--- config.mk ---
export PLATFORM = sky130hd
export DESIGN_NAME = data_mem_port
export DESIGN_NICKNAME = d
export VERILOG_FILES = /design/src/rtl/data_mem_port.sv
export SDC_FILE = /design/constraint.sdc
export NUM_CORES = 1
export LEC_CHECK = 0
export ABC_AREA = 1
export BUFFER_PORTS_ARGS = -buffer_cell sky130_fd_sc_hd__buf_2
export CAP_MARGIN = 20
export CORE_UTILIZATION = 37
export CTS_CLUSTER_DIAMETER = 120
export DETAILED_ROUTE_END_ITERATION = 8
export HOLD_SLACK_MARGIN = 0.03
export PLACE_DENSITY = 0.74
export RECOVER_POWER = 100
export SLEW_MARGIN = 20
export SYNTH_ARGS = -nofsm -noshare
export SYNTH_HDL_FRONTEND = slang
export SYNTH_SLANG_ARGS = --single-unit
--- constraint.sdc ---
create_clock -name clk -period 6.55 [get_ports clk]
set_input_delay 0.3275 -clock clk [delete_from_list [all_inputs] [get_ports clk]]
set_output_delay 0.3275 -clock clk [all_outputs]
set_load 0.1 [all_outputs]
--- src/rtl/data_mem_port.sv ---
// MM-stage memory responder: turns MemRead/MemWrite into one req/ack bus access and stalls the pipeline until done.
// Optional MEM_TIMEOUT_EN aborts an unacknowledged access after TIMEOUT_CYCLES BUSY cycles and sets sticky bus_err.
module data_mem_port #(
   parameter int                ADDR_W         = 32,
   parameter int                DATA_W         = 32,
   parameter int                TIMEOUT_CYCLES = 16,
   parameter logic [DATA_W-1:0] ERR_DATA       = 32'hDEADBEEF
) (
   input  logic              clk,
   input  logic              rst,
   input  logic              MemRead,
   input  logic              MemWrite,
   input  logic [ADDR_W-1:0] addr,
   input  logic [DATA_W-1:0] wdata,
   output logic              mem_stall,
   output logic [DATA_W-1:0] rdata,
   output logic              bus_req,
   output logic              bus_we,
   output logic [ADDR_W-1:0] bus_addr,
   output logic [DATA_W-1:0] bus_wdata,
   input  logic              bus_ack,
   input  logic [DATA_W-1:0] bus_rdata,
   output logic              bus_err
);

   localparam logic [1:0] S_IDLE = 2'd0;
   localparam logic [1:0] S_BUSY = 2'd1;
   localparam logic [1:0] S_DONE = 2'd2;

   logic [1:0] r_state;
   logic       w_req;
   logic       w_timeout;

   assign w_req     = MemRead | MemWrite;
   // DONE releases the stall for exactly one cycle so MM/WB can capture rdata
   assign mem_stall = ~rst & w_req & (r_state != S_DONE);

`ifdef MEM_TIMEOUT_EN
   localparam int CNT_W = $clog2(TIMEOUT_CYCLES + 1);

   logic [CNT_W-1:0] r_cnt;
   logic             r_err;
   logic             w_unused_bits;

   assign w_timeout     = (r_cnt == CNT_W'(TIMEOUT_CYCLES - 1));
   assign bus_err       = r_err;
   assign w_unused_bits = ^addr[1:0];

   always_ff @(posedge clk or posedge rst) begin
      if (rst) begin
         r_cnt <= '0;
      end else if (r_state == S_BUSY && !bus_ack) begin
         r_cnt <= r_cnt + 1'b1;
      end else begin
         r_cnt <= '0;
      end
   end

   always_ff @(posedge clk or posedge rst) begin
      if (rst) begin
         r_err <= 1'b0;
      end else if (r_state == S_BUSY && !bus_ack && w_timeout) begin
         r_err <= 1'b1;
      end
   end
`else
   logic w_unused_bits;

   assign w_timeout     = 1'b0;
   assign bus_err       = 1'b0;
   assign w_unused_bits = ^{addr[1:0], ERR_DATA, TIMEOUT_CYCLES[0]};
`endif

   always_ff @(posedge clk or posedge rst) begin
      if (rst) begin
         r_state   <= S_IDLE;
         bus_req   <= 1'b0;
         bus_we    <= 1'b0;
         bus_addr  <= '0;
         bus_wdata <= '0;
         rdata     <= '0;
      end else begin
         case (r_state)
            S_IDLE: begin
               if (w_req) begin
                  bus_addr  <= {addr[ADDR_W-1:2], 2'b00};
                  bus_wdata <= wdata;
                  bus_we    <= MemWrite;
                  bus_req   <= 1'b1;
                  r_state   <= S_BUSY;
               end
            end
            S_BUSY: begin
               // the access completes even if the pipeline drops its request
               if (bus_ack) begin
                  bus_req <= 1'b0;
                  if (!bus_we) begin
                     rdata <= bus_rdata;
                  end
                  r_state <= S_DONE;
               end else if (w_timeout) begin
                  bus_req <= 1'b0;
                  if (!bus_we) begin
                     rdata <= ERR_DATA;
                  end
                  r_state <= S_DONE;
               end
            end
            S_DONE: begin
               r_state <= S_IDLE;
            end
            default: begin
               r_state <= S_IDLE;
            end
         endcase
      end
   end

endmodule
==> results of run 1 <==
-- worst max-delay path by stage --
stage,slack (ns),cells after the start,to
4_1_cts,4.13,4,rdata[24]$_DFFE_PP0P_
5_1_grt,2.29,4,rdata[24]$_DFFE_PP0P_
2_1_floorplan,2.19,3,mem_stall
3_5_place_dp,4.15,4,rdata[24]$_DFFE_PP0P_
6_report,2.68,4,rdata[24]$_DFFE_PP0P_
3_3_place_gp,4.29,4,rdata[24]$_DFFE_PP0P_
-- cell families (layout without fill, tap and decap cells) --
kind of cell	Yosys count	in the layout	synth area share
AO/OA/AOI/OAI	2	2	0.00255
buffers and inverters	38	223	0.0527
flip-flops	98	98	0.626
other	1	3	0.000958
AND/OR/NAND/NOR	295	295	0.317
-- per-stage QoR --
stage / instances / cell area, um^2 / setup WS (ns)
after floorplan: 436 / 3920 / 2.19
after global placement: 740 / 4930 / 4.29
after detailed placement: 741 / 4950 / 4.15
after CTS: 757 / 5150 / 4.13
after global routing: 757 / 5010 / 2.29
final: 757 / 5010 / 2.68
-- registers in the layout, indices dropped and copies added (netlist names) --
register	count
rdata	32
bus_wdata	32
bus_we	1
bus_addr	30
r_state	2
bus_req	1
-- final cells by class --
cell class	count	area, um^2
Tap cell	136	170
Multi-Input combinational cell	300	1250
Sequential cell	98	2450
Clock buffer	14	163
Fill cell	1062	5270
Clock inverter	2	35.0
Inverter	7	27.5
Timing Repair Buffer	200	908
-- synth_stat cells --
cell type,count
nand2_1,198
dfrtp_1,98
nand3_1,94
clkbuf_1,11
buf_2,9
inv_1,6
buf_6,5
buf_4,4
buf_1,2
nor2_4,2
a21oi_1,1
conb_1,1
inv_2,1
nor2_2,1
o21ai_1,1
-- routing by layer --
metal | routed length (um) | up-vias
li1 | - | 1733
met1 | 4380 | 1641
met2 | 4540 | 139
met3 | 721 | 6
met4 | 76 | 0
met5 | 0 | -
==> reports/metrics.cfg, run 1 <==
[die]
die_w_um = 105
dieHeight_um = 105
ioPinCount = 201
core-area_um2 = 10300
fp.dieArea_um2 = 11000
initial_core_util = 0.381
placementRows = 37

[synth]
seq_area_frac_synth = 0.626
syn_inst = 434
synth_cell_types = 15
synth_warnings = 0
yosys.area.top_type = dfrtp_1
ys_seq_elements = 98
avgSynthCellArea_um2 = 9.02
synth_area_um2 = 3920
synth_area_leaders = dfrtp_1 (63%), nand2_1 (19%), nand3_1 (12%)
synth_top_area_frac = 0.626

[place]
gp_congestion = 0.771
port_buffers = 195
place_hpwl_mm = 6.75

[outcome]
violations = capacitance limit, slew limit
outcome = finished with violations

[clock_network]
clockBufferDepth = 2
cts_made_buffers = 9
ctsHtreeMaxLevel = 3
post_cts_resized = 0
hold_buffers = 0
cts_setup_buffers = 0
clock_sinks = 98
cts_tree = yes
clkTransAtPathRegs_ns = 0.08
cts-root-buf = clkbuf_8
clk_latency_ns = 0.35

[final_layout]
layout_common_cells = nand2_1 (196), clkbuf_1 (101), dfrtp_1 (98), buf_2 (98), nand3_1 (94)
syn_to_final_growth_pct = 28.0
drive_gt1_frac = 0.193
nNetsFinal = 717
insertedDiodeCount = 0
final_util = 0.487
final_common_cell = nand2_1

[sta]
slew_violations = 153
period_minus_slack_ns = 3.87
fin_crit_sh = 0.591
max_freq_mhz = 258
skew_ns = 0.00760
hold_viol_final = 0
hold_slack_ns = 0.184
setup_violations = 0
rsz0062_at_grt = no
slew_headroom = -0.790
worst_pin_slew_ns = 2.69
fin_tns_setup_ns = 0

[grt]
antenna_found_initial = 0
grt.met3_usage = 0.0530
grt_pass1_vias = 3347
gr-max-usage-layer = met2
grt-ovfl-total = 0
grt_max_degree = 64
grt_use_met2 = 0.298
track_usage = 0.180
grt_pass1_wl_mm = 15.8
use_met1 = 0.227

[drt]
drtIter0Drc = 289
vias_per_cell = 4.65
remaining_drc_errors = 0
ant_nets = 0
avgRoutedWirePerCell_um = 12.8
vias = 3519
routed_wl_mm = 9.71
first_pass_iters = 4

[worst_setup_path]
cp-startpoint = r_state[1]$_DFFE_PP0P_
r2r-start = r_state[1]$_DFFE_PP0P_
crit_required_ns = 6.78
r2r_slack_ns = 2.68
crit_top_cell = nand2_1
path_class = reg -> reg
crit_arrival_ns = 4.11
max_stage_delay_ns = 1.65
critical_path.startpoint_type = register
reg2reg_depth = 4
end_kind = register
cp_max_fo = 35
crit_chain = nor2_1 -> nand2_1 -> nand2_1 -> nand2_1
cp_num_buf_inv = 0
slowest_stage = nor2_1
cp_top_family = simple AND/OR/NAND/NOR gates
reg2reg_to = rdata[24]$_DFFE_PP0P_

[min_path]
hold_path_class = in -> reg
hold_depth = 2
whs_endpoint = r_state[0]$_DFFE_PP0P_
min-delay-start = bus_ack

[run]
cap_violations = 3

Power of run 1 is not shown: default switching activity piles up to over one toggle a cycle in this logic, so the estimate is an artifact.
==> run 2, diff against run 1 <==
- PLACE_DENSITY: 0.74 -> 0.77
- clock period: 6.55 -> 3.46 ns (I/O delays scaled with it)
==> reports/metrics.cfg, run 2 (synthesis results as in run 1) <==
[sta]
worst_pin_slew_ns = 1.64
rsz0062_at_grt = no
slew_headroom = -0.0966
layout_setup_ws_ns = 0.654
setup_violations = 0
fin_crit_sh = 0.811
skew_ns = 0.00681
period_minus_slack_ns = 2.81
max_freq_mhz = 356
fin_tns_setup_ns = 0
hold_viol_final = 0
slew_violations = 41
hold_slack_ns = 0.0498

[drt]
vias_per_cell = 4.81
avgRoutedWirePerCell_um = 13.4
vias = 3776
first_pass_iters = 4
ant_nets = 0
drtIter0Drc = 316
routed_wl_mm = 10.5
remaining_drc_errors = 0

[final_layout]
final_util = 0.515
final_common_cell = nand2_1
insertedDiodeCount = 0
top_regs = bus_wdata x32, rdata x32, bus_addr x30
layout_common_cells = nand2_1 (197), clkbuf_1 (100), dfrtp_1 (98), buf_2 (97), nand3_1 (94)
nNetsFinal = 745
syn_to_final_growth_pct = 35.3
drive_gt1_frac = 0.188

[die]
fp.dieArea_um2 = 11000
initial_core_util = 0.381
die_w_um = 105
dieHeight_um = 105
ioPinCount = 201
core-area_um2 = 10300
placementRows = 37

[grt]
grt_pass1_wl_mm = 17.2
grt_pass1_vias = 3761
antenna_found_initial = 0
grt-ovfl-total = 0
track_usage = 0.196
grt_max_degree = 64

[outcome]
violations = capacitance limit, slew limit
outcome = finished with violations

[min_path]
whs_endpoint = bus_addr[10]$_DFFE_PP0P_
hold_path_class = in -> reg
hold_depth = 3
min-delay-start = addr[10]

[worst_setup_path]
reg2reg_to = r_state[0]$_DFFE_PP0P_
cp_max_fo = 63
crit_arrival_ns = 2.63
critical_path.startpoint_type = input port
r2r_slack_ns = 0.90
r2r-start = r_state[1]$_DFFE_PP0P_
path_class = in -> out
end_kind = output pin
reg2reg_depth = 4
crit_required_ns = 3.29

[clock_network]
clkTransAtPathRegs_ns = 0.08
cts_tree = yes
clock_sinks = 98
cts_made_buffers = 9
ctsHtreeMaxLevel = 3
cts-root-buf = clkbuf_8
clk_latency_ns = 0.35
post_cts_resized = 0
clockBufferDepth = 2

[place]
port_buffers = 195
pre_cts_ws_ns = 1.04
gp_congestion = 0.840
place_hpwl_mm = 6.82

[run]
cap_violations = 1

[run 2: stage by stage]
step,cell area [um^2],cells
4_1_cts,5410,782
6_report,5300,785
2_1_floorplan,3930,436
3_5_place_dp,4940,742
3_3_place_gp,4940,742
5_1_grt,5300,785
[run 2: critical path, cell delays in order]
cell           delay [ns]
dlygate4sd3_1        0.52
clkbuf_1             0.12
inv_1                0.04
nand2_1              0.09
clkbuf_2             0.94
nand2_1              0.11
a21oi_1              0.15
buf_2                0.45
[run 2: area by class of cell]
| class | count | area (um^2) |
|---|---|---|
| clock inverter | 4 | 73.8 |
| fill | 1020 | 4980 |
| sequential | 98 | 2450 |
| inverter | 7 | 30.0 |
| clock buffer | 12 | 155 |
| multi-input combinational | 300 | 1260 |
| timing repair buffer | 228 | 1150 |
| tap | 136 | 170 |
[run 2: routing by layer]
metal | track usage | up-vias | wire length, um
met5 | 0 | - | 0
met4 | 0.0795 | 0 | 153
met3 | 0.0524 | 17 | 676
met2 | 0.341 | 161 | 5070
met1 | 0.229 | 1809 | 4580
li1 | - | 1789 | -
[run 2: worst max-delay path by stage]
stage	start	end	cells past startpoint
after CTS	r_state[1]$_DFFE_PP0P_	rdata[14]$_DFFE_PP0P_	4
after floorplan	rst	mem_stall	3
after global routing	rst	bus_addr[8]$_DFFE_PP0P_	5
after detailed placement	r_state[1]$_DFFE_PP0P_	rdata[20]$_DFFE_PP0P_	4
after global placement	r_state[1]$_DFFE_PP0P_	rdata[18]$_DFFE_PP0P_	4
final	MemWrite	mem_stall	8
[run 2: what timing repair did]
action	in CTS	in global routing
buffers inserted	0	0
hold buffers	24	3
hold endpoints to repair	40	3
endpoints found under the setup margin	0	0
Power of run 2 is left out for the same reason.
==> run 3, diff against run 2 <==
- ABC_AREA: 1 -> 0
- clock period: 3.46 -> 2.3 ns (I/O delays scaled with it)
==> reports/metrics.cfg, run 3 <==
[outcome]
outcome = finished, final reports clean

[min_path]
min-delay-start = MemWrite
hold_depth = 2
hold_path_class = in -> reg

[sta]
slew_violations = 0
slew_headroom = 0.190
fin_crit_sh = 0.784
rsz0062_at_grt = no
hold_viol_final = 0
max_freq_mhz = 555
worst_pin_slew_ns = 1.21
fin_tns_setup_ns = 0
period_minus_slack_ns = 1.80
setup_violations = 0
skew_ns = 0.00867

[worst_setup_path]
cp-startpoint = r_state[0]$_DFFE_PP0P_
crit_required_ns = 2.53
reg2reg_depth = 4
critical_path.startpoint_type = register
cp_max_fo = 24
crit_arrival_ns = 2.03
r2r-start = r_state[0]$_DFFE_PP0P_
path_class = reg -> reg
end_kind = register

[synth]
ys_seq_elements = 98
yosys.area.top_type = dfrtp_1
synth_area_leaders = dfrtp_1 (63%), mux2_2 (19%), mux2_4 (12%)
synth_area_um2 = 3890
synthTopCellsByCount = dfrtp_1 (98), mux2_2 (64), mux2_4 (30), buf_6 (7)
syn_inst = 222
avgSynthCellArea_um2 = 17.5
seq_area_frac_synth = 0.631
ys_async_sr_fraction = 1.00
synth_warnings = 0
yosysMostFrequentCell = dfrtp_1
synth_cell_types = 20
synth-edff-count = 0
synthFlopType = dfrtp_1
synth_top_area_frac = 0.631

[final_layout]
multi_input_area_um2 = 1170
layout_common_cells = dfrtp_1 (98), clkbuf_1 (98), buf_2 (97), dlygate4sd3_1 (96), mux2_2 (64)
nFillCells = 886
syn_to_final_growth_pct = 51.0
top_regs = bus_wdata x32, rdata x32, bus_addr x30
seq_area_um2 = 2450
nNetsFinal = 619
insertedDiodeCount = 0
drive_gt1_frac = 0.356

[die]
die_w_um = 104
fp.dieArea_um2 = 10900
placementRows = 37
ioPinCount = 201
dieHeight_um = 104
initial_core_util = 0.380
core-area_um2 = 10200

[grt]
track_usage = 0.185
grt_max_degree = 52
grt-ovfl-total = 0
grt_pass1_vias = 3296
grt_pass1_wl_mm = 15.8
antenna_found_initial = 0

[clock_network]
ctsHtreeMaxLevel = 3
clk_latency_ns = 0.35
clockBufferDepth = 2
clock_sinks = 98
cts_tree = yes
clkTransAtPathRegs_ns = 0.09
cts_made_buffers = 9
hold_buffers = 96
cts-root-buf = clkbuf_8
cts_setup_buffers = 0
post_cts_resized = 0

[drt]
vias_per_cell = 4.49
first_pass_iters = 4
remaining_drc_errors = 0
avgRoutedWirePerCell_um = 14.7
drtIter0Drc = 79
routed_wl_mm = 9.65
ant_nets = 0
vias = 2953

[place]
gp_congestion = 0.710
place_hpwl_mm = 5.93
port_buffers = 195

[run]
cap_violations = 0

[run 3: changes by cell type in the layout (fill, tap and decap cells not counted), moves of 2 or more]
cell / change
dlygate4sd3_1: +69
inv_1: -3
clkinvlp_4: +2
clkbuf_1: -2
mux2_2: +64
mux2_1: +28
mux2_4: +2
nand3_1: -93
clkbuf_8: -2
nand2_1: -196
[run 3: cell type report]
cell class              count  area share
clock buffers              10      0.0217
clock inverters             5      0.0136
inverters                   3     0.00256
multi-input cells         110       0.199
flip-flops and latches     98       0.418
well taps                 136      0.0290
repair buffers            296       0.317
[run 3: cell families after synthesis]
logic type,Yosys count,synth area share
multiplexers,94,0.301
other,1,0.000965
flip-flops,98,0.631
AO/OA/AOI/OAI,5,0.00934
AND/OR/NAND/NOR,8,0.0129
buffers and inverters,16,0.0444
[run 3: final timing paths]
check                                                end  slack (ns)
worst max-delay path            bus_wdata[9]$_DFFE_PP0P_        0.50
worst min-delay path                  bus_we$_DFFE_PP0P_        0.09
worst max register to register  bus_wdata[9]$_DFFE_PP0P_        0.50
worst min register to register      rdata[4]$_DFFE_PP0P_        0.49
max in group asynchronous          rdata[17]$_DFFE_PP0P_        0.79
min in group asynchronous       bus_wdata[0]$_DFFE_PP0P_        0.72
[run 3: routing by layer]
metal,share of wire,vias to the layer above,GRT usage
li1,-,1361,-
met1,0.38,1457,0.198
met2,0.55,115,0.351
met3,0.054,20,0.0351
met4,0.023,0,0.0827
met5,0,-,0
[run 3: worst max-delay path: stages (launching register included)]
cell      delay [ns]
dfrtp_1         0.44
nor2_1          0.30
o21ai_4         0.11
clkbuf_2        0.40
mux2_2          0.42
[run 3: metrics by stage]
step	hold slack, ns	setup slack, ns	cells	utilization	instance area, um^2
detailed placement	0.349	0.740	547	0.484	4950
global route	0.0795	0.340	658	0.574	5870
global placement	0.329	0.772	547	0.484	4950
CTS	0.0616	0.719	658	0.598	6120
finish	0.0889	0.498	658	0.574	5870
floorplan	0.212	0.427	224	-	3900
Power of run 3 is left out for the same reason.
